<file path="src/rtl/prga_if.sv">
// Handshake and memory-port bundle between the PRGA stage and its controller/memories.
// master = PRGA side (drives addresses/writes, reads data); slave = controller and memory side.
interface prga_if;
  logic       en;
  logic       rdy;
  logic [7:0] s_addr;
  logic [7:0] s_rddata;
  logic [7:0] s_wrdata;
  logic       s_wren;
  logic [7:0] ct_addr;
  logic [7:0] ct_rddata;
  logic [7:0] pt_addr;
  logic [7:0] pt_rddata;
  logic [7:0] pt_wrdata;
  logic       pt_wren;

  modport master (
    input  en, s_rddata, ct_rddata, pt_rddata,
    output rdy, s_addr, s_wrdata, s_wren, ct_addr, pt_addr, pt_wrdata, pt_wren
  );

  modport slave (
    output en, s_rddata, ct_rddata, pt_rddata,
    input  rdy, s_addr, s_wrdata, s_wren, ct_addr, pt_addr, pt_wrdata, pt_wren
  );
endinterface

</file>
<file path="src/rtl/prga.sv">
// ARC4 keystream stage: decrypts length-prefixed CT into PT, swapping S as it goes; rdy back 3+6L cycles after en.
// en is only honoured while rdy=1; memories are synchronous with 1-cycle read latency, no stalls.
module prga (
  input  logic   clk,
  input  logic   rst,
  prga_if.master bus
);

  typedef enum logic [3:0] {
    IDLE, LEN_A, LEN_D, B0, B1, B2, B3, B4, B5
  } state_t;

  state_t     state_q;
  logic       rdy_q;
  logic [7:0] i_q, j_q, k_q, len_q, si_q, sj_q;
  logic [7:0] i_d, j_d;

  logic [7:0] s_addr, s_wrdata, ct_addr, pt_addr, pt_wrdata;
  logic       s_wren, pt_wren;
  logic       unused_pt_rddata;

  assign i_d = i_q + 8'd1;
  assign j_d = j_q + bus.s_rddata;
  assign unused_pt_rddata = ^bus.pt_rddata;

  always_ff @(posedge clk) begin
    if (rst) begin
      state_q <= IDLE;
      rdy_q   <= 1'b1;
      i_q     <= 8'd0;
      j_q     <= 8'd0;
      k_q     <= 8'd0;
      len_q   <= 8'd0;
      si_q    <= 8'd0;
      sj_q    <= 8'd0;
    end else begin
      case (state_q)
        IDLE: begin
          if (bus.en) begin
            state_q <= LEN_A;
            rdy_q   <= 1'b0;
            i_q     <= 8'd0;
            j_q     <= 8'd0;
          end
        end
        LEN_A: state_q <= LEN_D;
        LEN_D: begin
          len_q <= bus.ct_rddata;
          k_q   <= 8'd1;
          if (bus.ct_rddata == 8'd0) begin
            state_q <= IDLE;
            rdy_q   <= 1'b1;
          end else begin
            state_q <= B0;
          end
        end
        B0: begin
          i_q     <= i_d;
          state_q <= B1;
        end
        B1: begin
          si_q    <= bus.s_rddata;
          j_q     <= j_d;
          state_q <= B2;
        end
        B2: begin
          sj_q    <= bus.s_rddata;
          state_q <= B3;
        end
        B3: state_q <= B4;
        B4: state_q <= B5;
        B5: begin
          // k stops at len, so len=255 never wraps k
          if (k_q == len_q) begin
            state_q <= IDLE;
            rdy_q   <= 1'b1;
          end else begin
            k_q     <= k_q + 8'd1;
            state_q <= B0;
          end
        end
        default: begin
          state_q <= IDLE;
          rdy_q   <= 1'b1;
        end
      endcase
    end
  end

  // Memory ports are decoded from state because read data arrives mid-state.
  always_comb begin
    s_addr    = 8'd0;
    s_wrdata  = 8'd0;
    s_wren    = 1'b0;
    ct_addr   = 8'd0;
    pt_addr   = 8'd0;
    pt_wrdata = 8'd0;
    pt_wren   = 1'b0;
    case (state_q)
      LEN_D: begin
        pt_wrdata = bus.ct_rddata;
        pt_wren   = 1'b1;
      end
      B0: s_addr = i_d;
      B1: s_addr = j_d;
      B2: begin
        s_addr   = i_q;
        s_wrdata = bus.s_rddata;
        s_wren   = 1'b1;
      end
      B3: begin
        s_addr   = j_q;
        s_wrdata = si_q;
        s_wren   = 1'b1;
      end
      B4: begin
        s_addr  = si_q + sj_q;
        ct_addr = k_q;
      end
      B5: begin
        pt_addr   = k_q;
        pt_wrdata = bus.s_rddata ^ bus.ct_rddata;
        pt_wren   = 1'b1;
      end
      default: ;
    endcase
    // A reset cycle must not corrupt memory even when it lands on a write state.
    if (rst) begin
      s_wren  = 1'b0;
      pt_wren = 1'b0;
    end
  end

  assign bus.rdy       = rdy_q;
  assign bus.s_addr    = s_addr;
  assign bus.s_wrdata  = s_wrdata;
  assign bus.s_wren    = s_wren;
  assign bus.ct_addr   = ct_addr;
  assign bus.pt_addr   = pt_addr;
  assign bus.pt_wrdata = pt_wrdata;
  assign bus.pt_wren   = pt_wren;

endmodule

</file>
<file path="src/flat_wrapper.sv">
// flat-port wrapper written by rule: the top's interface ports become plain ports
module prga_flat 
  (clk, rst, bus_en, bus_s_rddata, bus_ct_rddata, bus_pt_rddata, bus_rdy, bus_s_addr, bus_s_wrdata, bus_s_wren, bus_ct_addr, bus_pt_addr, bus_pt_wrdata, bus_pt_wren);
  prga_if bus_i ();
  input  logic clk;
  input  logic rst;
  input wire logic [$bits(bus_i.en)-1:0] bus_en;
  input wire logic [$bits(bus_i.s_rddata)-1:0] bus_s_rddata;
  input wire logic [$bits(bus_i.ct_rddata)-1:0] bus_ct_rddata;
  input wire logic [$bits(bus_i.pt_rddata)-1:0] bus_pt_rddata;
  output wire logic [$bits(bus_i.rdy)-1:0] bus_rdy;
  output wire logic [$bits(bus_i.s_addr)-1:0] bus_s_addr;
  output wire logic [$bits(bus_i.s_wrdata)-1:0] bus_s_wrdata;
  output wire logic [$bits(bus_i.s_wren)-1:0] bus_s_wren;
  output wire logic [$bits(bus_i.ct_addr)-1:0] bus_ct_addr;
  output wire logic [$bits(bus_i.pt_addr)-1:0] bus_pt_addr;
  output wire logic [$bits(bus_i.pt_wrdata)-1:0] bus_pt_wrdata;
  output wire logic [$bits(bus_i.pt_wren)-1:0] bus_pt_wren;
  assign bus_i.en = bus_en;
  assign bus_i.s_rddata = bus_s_rddata;
  assign bus_i.ct_rddata = bus_ct_rddata;
  assign bus_i.pt_rddata = bus_pt_rddata;
  assign bus_rdy = bus_i.rdy;
  assign bus_s_addr = bus_i.s_addr;
  assign bus_s_wrdata = bus_i.s_wrdata;
  assign bus_s_wren = bus_i.s_wren;
  assign bus_ct_addr = bus_i.ct_addr;
  assign bus_pt_addr = bus_i.pt_addr;
  assign bus_pt_wrdata = bus_i.pt_wrdata;
  assign bus_pt_wren = bus_i.pt_wren;
  prga u_core (.clk(clk), .rst(rst), .bus(bus_i));
endmodule
</file>
<file path="config.mk">
export PLATFORM = sky130hd
export DESIGN_NAME = prga_flat
export DESIGN_NICKNAME = d
export VERILOG_FILES = /design/src/rtl/prga_if.sv /design/src/rtl/prga.sv /design/src/flat_wrapper.sv
export SDC_FILE = /design/constraint.sdc
export NUM_CORES = 1
export LEC_CHECK = 0
export BUFFER_PORTS_ARGS = -buffer_cell sky130_fd_sc_hd__buf_4
export CORE_AREA = 2 2 113 115
export DETAILED_ROUTE_END_ITERATION = 7
export DIE_AREA = 0 0 115 117
export SLEW_MARGIN = 20
export SYNTH_ARGS = -nofsm -noshare
export SYNTH_HDL_FRONTEND = slang
export SYNTH_SLANG_ARGS = --single-unit
export TNS_END_PERCENT = 20
</file>
<file path="constraint.sdc">
create_clock -name clk -period 4.3 [get_ports clk]
set_input_delay 0.43 -clock clk [delete_from_list [all_inputs] [get_ports clk]]
set_output_delay 0.43 -clock clk [all_outputs]
set_load 0.01 [all_outputs]
</file>
==> metrics <==
Synth cell types 60; fin crit period 3120 ps; most common cell in the synthesized netlist nand2_1; Synth Flop Type dfxtp_1; CTS tree done; DP HPWL 7.55 mm; synthesis-stage register bit count 53; Slew @ Worst Pin 968 ps; grt peak-use layer met2; largest net degree at the start of global routing 59; post-route ant nets 0; Tot GR Track Use 15.4%; initial antenna violation count 0; top cell type's share of synthesized area 29.4%; gpl congestion 0.803; Num CTS Buffers 5; leakage dissipation 1.82 nW; critical path class reg -> out; Die H 117 um; Post-synth EDFFs 0; asr flop ratio synth 0%; status finished, final reports clean; MaxCap Viol Count 0; H-tree Lvls 2; Max clock buf depth 2; WL final 10.3 mm; clock sinks 53; post-synthesis sequential area ratio 29.4%; cts repair resizes 0; Die Area 13500 um2; met1 usage 20.9%; GRT met2 Usage 25.1%; YS warnings 0; slowest stage delay, CP 940 ps; root buf cell clkbuf_16; Clock Latency Late Sink 290 ps; layout cells sized above 1 17.0%; Post-synth top cells nand2_1 (109), dfxtp_1 (53), a21oi_1 (48), o21ai_0 (25), nor2_1 (24); Max-slew headroom 35.2%; syn avg cell area 7.54 um2; endpoints failing hold 0; Setup crit end kind output pin; Post-CTS Setup Repair Bufs 0; Crit path required time 3870 ps; Core ar. 12300 um2; drt drc 0; first-pass GRT wire length 16.2 mm; number of global-route vias before repair 3175; Post-Synthesis Cell Area 3610 um2; Slew Viols, Final 0; antenna fix cells 0; I/O Buffers 61; Final Skew 6.20 ps; first-pass detailed-route iteration total 6; Pwr Density 262 nW/um2; worst hold path class in -> reg; Worst-path clk slew 70 ps; top post-synthesis cells by area dfxtp_1 (29%), nand2_1 (11%), a21oi_1 (6.7%); Die Span X 115 um; DR vias 3550; largest vdd supply drop 0.152 mV; Syn-to-layout area delta 18.9%; CP Cell Sequence nor2b_1 -> nand2_1 -> nor4_1 -> a211oi_1 -> o211ai_1 -> buf_4; Final setup viols 0; Post-Syn Nets 524; Post-Route Setup TNS 0 ps; Via density 5.31; fin nets 564; met3 Usage GRT 2.32%; Arr. time, crit path 2690 ps; Period Utilization, post-route 72.5%; fin area 4290 um2; RSZ-0062 raised after global routing no; area of placed instances 4150 um2; largest area contributor in the netlist dfxtp_1; slowest CP cell dfxtp_1; Hold Buf Count CTS 0; Crit Path Max Fanout 26; 1st-iter DRT viols 227; boundary pin count 70; initial core utilization 29.3%; routed length per placed instance 15.4 um; remaining global-route overflow 0; Startpoint Class flip-flop; Cells after Synth 479; std cell rows 41; Max Fclk 321 MHz
-- kinds of logic after synthesis --
kind of cell,Yosys count,synth area share [%]
buffers and inverters,43,5.27
multiplexers,4,1.11
adder cells (fa/ha/maj),18,6.66
flip-flops,53,29.4
AO/OA/AOI/OAI,125,21.9
XOR/XNOR,23,6.38
AND/OR/NAND/NOR,213,29.3
-- registers in the layout, summed over array words and instances, names as in the netlist --
| name | flops |
|---|---|
| u_core.j_q | 8 |
| u_core.i_q | 8 |
| u_core.bus.rdy | 1 |
| u_core.state_q | 4 |
| u_core.len_q | 8 |
| u_core.k_q | 8 |
| u_core.sj_q | 8 |
| u_core.si_q | 8 |
-- through the flow --
stage | power (W) | utilization (%) | hold slack (ps) | worst slack (ps) | instances
CTS | 0.00114 | 34.9 | 402 | 1210 | 669
finish | 0.00113 | 34.9 | 407 | 1180 | 669
detailed placement | 0.000733 | 33.7 | 461 | 1380 | 662
floorplan | 0.000665 | - | 441 | 1910 | 479
global placement | 0.000729 | 33.7 | 451 | 1410 | 662
global route | 0.00118 | 34.9 | 407 | 940 | 669
-- layout make-up --
type,instances,area (um2)
clock buffer,7,143
fill,1298,8020
inverter,11,41.3
multi-input combinational,383,2370
sequential,53,1060
tap,150,188
timing repair buffer,65,488
-- metal layers --
metal,routed length [um],part of all wire [%],vias up
li1,-,-,1765
met1,4810,47,1677
met5,0,0,-
met4,193,1.9,0
met2,4790,47,97
met3,499,4.9,11
-- report_power, final --
group	switching (W)	internal, W	leakage, nW
sequential	0.0000226	0.000504	0.428
clock	0.000175	0.000229	0.0700
combinational	0.000119	0.0000751	1.32
-- worst paths after layout --
path | startpoint | end | slack, ps | cells past startpoint
worst min register to register | u_core.len_q[7] | u_core.len_q[7] | 470 | 2
worst max register to register | u_core.state_q[3] | u_core.j_q[6] | 2000 | 5
worst min-delay path | bus_ct_rddata[1] | u_core.len_q[1] | 410 | 3
worst max-delay path | u_core.state_q[3] | bus_s_addr[6] | 1180 | 6
-- cell usage in the layout, fill, tap and decap left out, types with 5 or more instances in the layout --
cell type and count:
a211oi_1 8, a21oi_1 48, a22oi_1 7, and2_1 10, and3_1 12, buf_4 65, clkbuf_16 5, dfxtp_1 53
ha_1 16, inv_1 11, nand2_1 109, nand3_1 13, nor2_1 24, nor3_1 11, o211ai_1 9, o21ai_0 25
xnor2_1 10, xor2_1 10
-- critical path: cells and delay by family (launching register included) --
kind	cells	cell delay, ps
buffers and inverters	1	170
AO/OA/AOI/OAI	2	530
flip-flops	1	940
AND/OR/NAND/NOR	3	760
No activity file was read; power rests on OpenSTA's default activity.
